### src/rtl/dst_data_unpack.sv
// dst_data_unpack: serialises 512-bit buffer words into 8b/32b/512b destination beats
module dst_data_unpack #(
  parameter int          DATA_W       = 512,
  parameter logic [3:0]  DEFAULT_MODE = 4'd2
) (
  input  logic              clk,
  input  logic              rst_n,
  input  logic              mode_vld,
  input  logic [3:0]        mode,
  input  logic              din_vld,
  input  logic [DATA_W-1:0] din,
  output logic              din_rdy,
  output logic              dout_vld,
  output logic [DATA_W-1:0] dout,
  output logic              dout_last,
  input  logic              dout_rdy,
  output logic              busy
);
  typedef enum logic {IDLE, SEND} state_t;
  state_t            state_q, state_d;
  logic [3:0]        cfg_mode_q, cfg_mode_d;
  logic [3:0]        word_mode_q, word_mode_d;
  logic [DATA_W-1:0] word_q, word_d;
  logic [5:0]        beat_cnt_q, beat_cnt_d;
  logic [5:0]        last_idx;
  logic [DATA_W-1:0] beat;
  logic              send;
  logic              accept;
  assign send   = state_q == SEND;
  assign accept = din_vld & din_rdy;
  // Select the current beat and the index of the final beat from the held word's mode
  always_comb begin
    last_idx = word_mode_q == 4'd0 ? 6'd63 : word_mode_q == 4'd1 ? 6'd15 : 6'd0;
    beat = word_mode_q == 4'd0 ? {{(DATA_W-8){1'b0}}, word_q[{beat_cnt_q, 3'b000} +: 8]} :
           word_mode_q == 4'd1 ? {{(DATA_W-32){1'b0}}, word_q[{beat_cnt_q[3:0], 5'b00000} +: 32]} :
           word_q;
  end
  // State register
  always_ff @(posedge clk or negedge rst_n) begin
    if (!rst_n) state_q <= IDLE;
    else        state_q <= state_d;
  end
  // Next state: leave SEND only when the last beat goes out with no word waiting
  always_comb begin
    state_d = state_q;
    if (state_q == IDLE && din_vld) state_d = SEND;
    if (send && dout_rdy && dout_last && !din_vld) state_d = IDLE;
  end
  // Outputs; din_rdy in SEND is combinational so a new word lands with the last beat
  always_comb begin
    dout_vld  = send;
    busy      = send;
    dout_last = send && beat_cnt_q == last_idx;
    dout      = send ? beat : '0;
    din_rdy   = !send || (dout_rdy && dout_last);
  end
  // Datapath next state: mode shadow, word capture and beat counter
  always_comb begin
    cfg_mode_d  = (mode_vld && mode <= 4'd2) ? mode : cfg_mode_q;
    word_d      = accept ? din : word_q;
    word_mode_d = accept ? cfg_mode_q : word_mode_q;
    beat_cnt_d  = accept ? 6'd0 : (dout_vld && dout_rdy && !dout_last) ? beat_cnt_q + 6'd1 : beat_cnt_q;
  end
  // Datapath registers
  always_ff @(posedge clk or negedge rst_n) begin
    if (!rst_n) begin
      cfg_mode_q  <= DEFAULT_MODE;
      word_mode_q <= 4'd0;
      word_q      <= '0;
      beat_cnt_q  <= 6'd0;
    end else begin
      cfg_mode_q  <= cfg_mode_d;
      word_mode_q <= word_mode_d;
      word_q      <= word_d;
      beat_cnt_q  <= beat_cnt_d;
    end
  end
endmodule

### config.mk
export PLATFORM = sky130hd
export DESIGN_NAME = dst_data_unpack
export DESIGN_NICKNAME = d
export VERILOG_FILES = /design/src/rtl/dst_data_unpack.sv
export SDC_FILE = /design/constraint.sdc
export NUM_CORES = 2
export LEC_CHECK = 0
export CAP_MARGIN = 20
export CELL_PAD_IN_SITES_DETAIL_PLACEMENT = 1
export CELL_PAD_IN_SITES_GLOBAL_PLACEMENT = 1
export CORE_AREA = 2 2 402 404
export DETAILED_ROUTE_END_ITERATION = 8
export DIE_AREA = 0 0 404 406
export DONT_BUFFER_PORTS = 1
export GPL_TIMING_DRIVEN = 0
export PLACE_DENSITY = 0.42
export SYNTH_ARGS = -nofsm -noshare
export SYNTH_HDL_FRONTEND = slang
export SYNTH_SLANG_ARGS = --single-unit
export TNS_END_PERCENT = 10
### constraint.sdc
create_clock -name clk -period 5.2 [get_ports clk]
set_input_delay 1.04 -clock clk [delete_from_list [all_inputs] [get_ports clk]]
set_output_delay 1.04 -clock clk [all_outputs]
set_load 0.02 [all_outputs]
==> impl_metrics.env <==
export IMPL_cts_root_buf="clkbuf_16"
export IMPL_synth_area_leaders="dfrtp_1, mux2_4, mux4_2, and3_1, buf_12"
export IMPL_crit_path_max_incr_delay_ns=0.97
export IMPL_synth_seq_cells=527
export IMPL_cpMostUsedCell="clkbuf_2"
export IMPL_post_drt_via_cell_ratio=5.66
export IMPL_numCtsBuffers=72
export IMPL_finalSetupTns_ns=-2.16
export IMPL_skew_ns=0.0460
export IMPL_path_delay_family="buffers and inverters"
export IMPL_maxCapViolCount=0
export IMPL_synth_top_family_by_area="multiplexers"
export IMPL_drt_iter0_drc=2954
export IMPL_grt_setup_unrepaired="yes"
export IMPL_fmax_ghz=0.185
export IMPL_min_period_over_period=1.04
export IMPL_utilization=0.254
export IMPL_tightest_slew_ns=4.61
export IMPL_hold_path_class="input port to async pin"
export IMPL_crit_chain="or3_1, clkbuf_2, clkbuf_2, clkbuf_1, and3_1"
export IMPL_cts_tree="done"
export IMPL_synth_compound_area_frac=0.0474
export IMPL_rows=147
export IMPL_slew_violations=369
export IMPL_multiInputGateArea_um2=19400
export IMPL_clk_pin_slew_worst_paths_ns=0.06
export IMPL_power_frac_seq=0.319
export IMPL_netlist_instances=2596
export IMPL_core_area_um2=160000
export IMPL_path_buf_inv=3
export IMPL_avgSynthCellArea_um2=13.3
export IMPL_synth_xor_area_frac=0.00127
export IMPL_cts_max_level=3
export IMPL_cell_internal_pwr_mw=16.5
export IMPL_yosysTopAreaCell="dfrtp_1"
export IMPL_synthAdderAreaFrac=0.000362
export IMPL_power_leakage_nw=18.0
export IMPL_combPwrFrac=0.531
export IMPL_irDropWorstVdd_mv=0.331
export IMPL_ys_seq_area_frac=0.382
export IMPL_syn_to_final_growth_pct=17.2
export IMPL_violations="slew limit, setup timing"
export IMPL_finish_instance_area_um2=40500
export IMPL_grt_pass1_vias=28400
export IMPL_routabilityCongestion=0.975
export IMPL_hpwl_mm=201
export IMPL_period_needed_ns=5.41
export IMPL_grt_start_max_net_pins=468
export IMPL_yosys_warnings=0
export IMPL_syn_cell_area_um2=34500
export IMPL_p_sw_frac=0.528
export IMPL_power_density_nw_per_um2=863
export IMPL_regArea_um2=13200
export IMPL_track_usage=0.294
export IMPL_synthMuxAreaShare=0.387
export IMPL_detail_route_antenna_nets=0
export IMPL_grt_overflow_total=0
export IMPL_antenna_found_initial=64
export IMPL_firstDrtPassIters=5
export IMPL_crit_arrival_ns=4.37
export IMPL_syn_nets=3118
export IMPL_io_pin_count=1037
export IMPL_post_dp_cell_area_um2=37400
export IMPL_critPathMaxFanout=11
export IMPL_criticalPathCategory="register to output port"
export IMPL_end_kind="output port"
export IMPL_start_kind="register"
export IMPL_async_flop_share=1.00
export IMPL_drive_above_1_share=0.389
export IMPL_slew_headroom=-2.07
export IMPL_clkPwrFrac=0.149
export IMPL_initial_core_util=0.216
export IMPL_drc=0
export IMPL_yosysTopAreaCellShare=0.381
export IMPL_synth_distinct_cells=73
export IMPL_netSwitchingPower_mw=18.4
export IMPL_clock_latency_ns=0.73
export IMPL_synth_edf_count=0
export IMPL_nFillCells=17400
export IMPL_hold_violations=0
export IMPL_die_area_um2=164000
export IMPL_synth_simple_area_share=0.117
export IMPL_status="finished, violations left"
export IMPL_layout_nets=3214
export IMPL_worst_path_max_delay_cell="clkbuf_1"
export IMPL_vias=27500
export IMPL_yosys_most_used_dff="dfrtp_1"
export IMPL_finalWorstSetupSlack_ns=-0.210
export IMPL_cts_sinks=527
export IMPL_die_height_um=406
export IMPL_die_x_um=404
export IMPL_grt_pass1_wl_mm=316
export IMPL_cp_data_required_time_ns=4.16
export IMPL_setup_violations=19
export IMPL_port_buffers=0
export IMPL_wirelength_mm=249
export IMPL_clockBufferDepth=3
export IMPL_drt_wirelength_per_cell_um=51.2
[path summary, 6_finish.rpt]
kind,start,end,slack (ns),depth (start not counted)
max in group asynchronous,rst_n,beat_cnt_q[5],1.59,0
min in group clk,din_vld,busy,0.42,1
min,rst_n,word_q[433],0.11,0
max,word_mode_q[1],dout[256],-0.21,5
min reg2reg,cfg_mode_q[3],cfg_mode_q[3],0.50,1
max reg2reg,word_mode_q[1],word_q[256],1.43,9
[area by class of cell]
cell class              instances  share of cell area
flip-flops and latches        527               0.326
multi-input cells            1781               0.480
plain buffers                 282              0.0603
inverters                       6            0.000680
clock inverters                24             0.00900
clock buffers                 103              0.0509
well taps                    2086              0.0645
diodes                         30             0.00185
repair buffers                 22             0.00745
[repair_timing]
action / in CTS / in global routing
gates resized for setup: 139 / 13
hold endpoints to repair: 59 / 0
hold buffers: 3 / 0
setup buffers: 3 / 0
endpoints found under the setup margin: 31 / 12
pin swaps: 6 / 0
[cells in the mapped netlist (3+ instances only)]
| master | number |
|---|---|
| dfrtp_1 | 526 |
| and3_1 | 485 |
| mux2_4 | 463 |
| mux4_2 | 190 |
| clkbuf_1 | 143 |
| nor2_1 | 94 |
| mux2i_1 | 78 |
| mux2_2 | 71 |
| a21oi_1 | 60 |
| buf_12 | 54 |
| nand2_1 | 54 |
| buf_2 | 39 |
| o21ai_0 | 37 |
| a221oi_1 | 25 |
| buf_4 | 19 |
| nand3_1 | 18 |
| o22ai_1 | 18 |
| mux4_1 | 16 |
| o221ai_1 | 16 |
| buf_6 | 15 |
| a211oi_1 | 14 |
| nor3_1 | 14 |
| a311oi_1 | 11 |
| mux2_1 | 11 |
| a31oi_1 | 8 |
| o211ai_1 | 8 |
| a211o_1 | 7 |
| nand2b_1 | 7 |
| buf_1 | 6 |
| a22oi_1 | 5 |
| nand4_1 | 5 |
| nor2b_1 | 5 |
| a2111oi_0 | 4 |
| a21boi_0 | 4 |
| and2_1 | 4 |
| inv_1 | 4 |
| xnor2_1 | 4 |
| clkbuf_8 | 3 |
| nor3b_1 | 3 |
| o2111ai_1 | 3 |
| o31ai_1 | 3 |
| o32ai_1 | 3 |
[flip-flops by register name, indices dropped and copies added, names as in the netlist]
register,flops
word_q,512
beat_cnt_q,6
cfg_mode_q,4
word_mode_q,4
busy,1
[per-layer routing]
layer / vias to the layer above / GRT usage / part of all wire / wire length (µm)
met3: 473 / 0.0769 / 0.078 / 19400
met1: 15000 / 0.367 / 0.40 / 101000
met5: - / 0 / 0.00063 / 157
li1: 10200 / - / - / -
met2: 1838 / 0.472 / 0.46 / 115000
met4: 24 / 0.142 / 0.055 / 13700
[stage by stage]
| stage | hold WS [ns] | setup WS, ns | total power, mW | std cells |
|---|---|---|---|---|
| floorplan | 0.447 | 1.66 | 18.3 | 2596 |
| global placement | 0.470 | -1.18 | 28.1 | 4682 |
| detailed placement | 0.466 | -0.630 | 28.5 | 4698 |
| CTS | 0.00226 | -0.0586 | 34.4 | 4831 |
| global route | 0.0369 | -0.0671 | 35.2 | 4832 |
| finish | 0.114 | -0.210 | 34.9 | 4861 |
[kinds of logic (layout without fill, tap and decap cells)]
logic type | count (synthesis) | count (layout)
DFF | 527 | 527
xor gates and xnor gates | 5 | 5
buffers and inverters | 288 | 437
AOI/OAI and AO/OA | 239 | 239
muxes | 829 | 829
and+or+nand+nor | 707 | 707
adders and majority gates | 1 | 1
other | 0 | 30
[power by group through the flow]
| stage | Sequential [mW] | Clock, mW | Combinational (mW) |
|---|---|---|---|
| finish | 11.1 | 5.22 | 18.6 |
| global placement | 11.0 | 0 | 17.2 |
| CTS | 11.0 | 5.36 | 18.0 |
| global route | 11.1 | 5.48 | 18.7 |
| floorplan | 7.32 | 0 | 11.0 |
| detailed placement | 11.1 | 0 | 17.5 |
[placed cells by master, fill, tap and decap left out, types with 8 or more instances in the layout]
| cell type | instances |
|---|---|
| dfrtp_1 | 526 |
| and3_1 | 485 |
| mux2_4 | 463 |
| mux4_2 | 190 |
| clkbuf_1 | 141 |
| nor2_1 | 86 |
| mux2i_1 | 78 |
| clkbuf_16 | 72 |
| mux2_2 | 71 |
| a21oi_1 | 56 |
| buf_12 | 54 |
| nand2_1 | 53 |
| buf_4 | 43 |
| o21ai_0 | 33 |
| diode_2 | 30 |
| buf_6 | 29 |
| a221oi_1 | 23 |
| clkbuf_8 | 19 |
| nand3_1 | 18 |
| clkbuf_2 | 17 |
| mux4_1 | 16 |
| o22ai_1 | 13 |
| a211oi_1 | 12 |
| buf_2 | 11 |
| buf_8 | 11 |
| mux2_1 | 11 |
| o221ai_1 | 10 |
| a311oi_1 | 10 |
| nor3_1 | 8 |
| clkinv_2 | 8 |
| o211ai_1 | 8 |
Power figures use the tool's default switching activity.
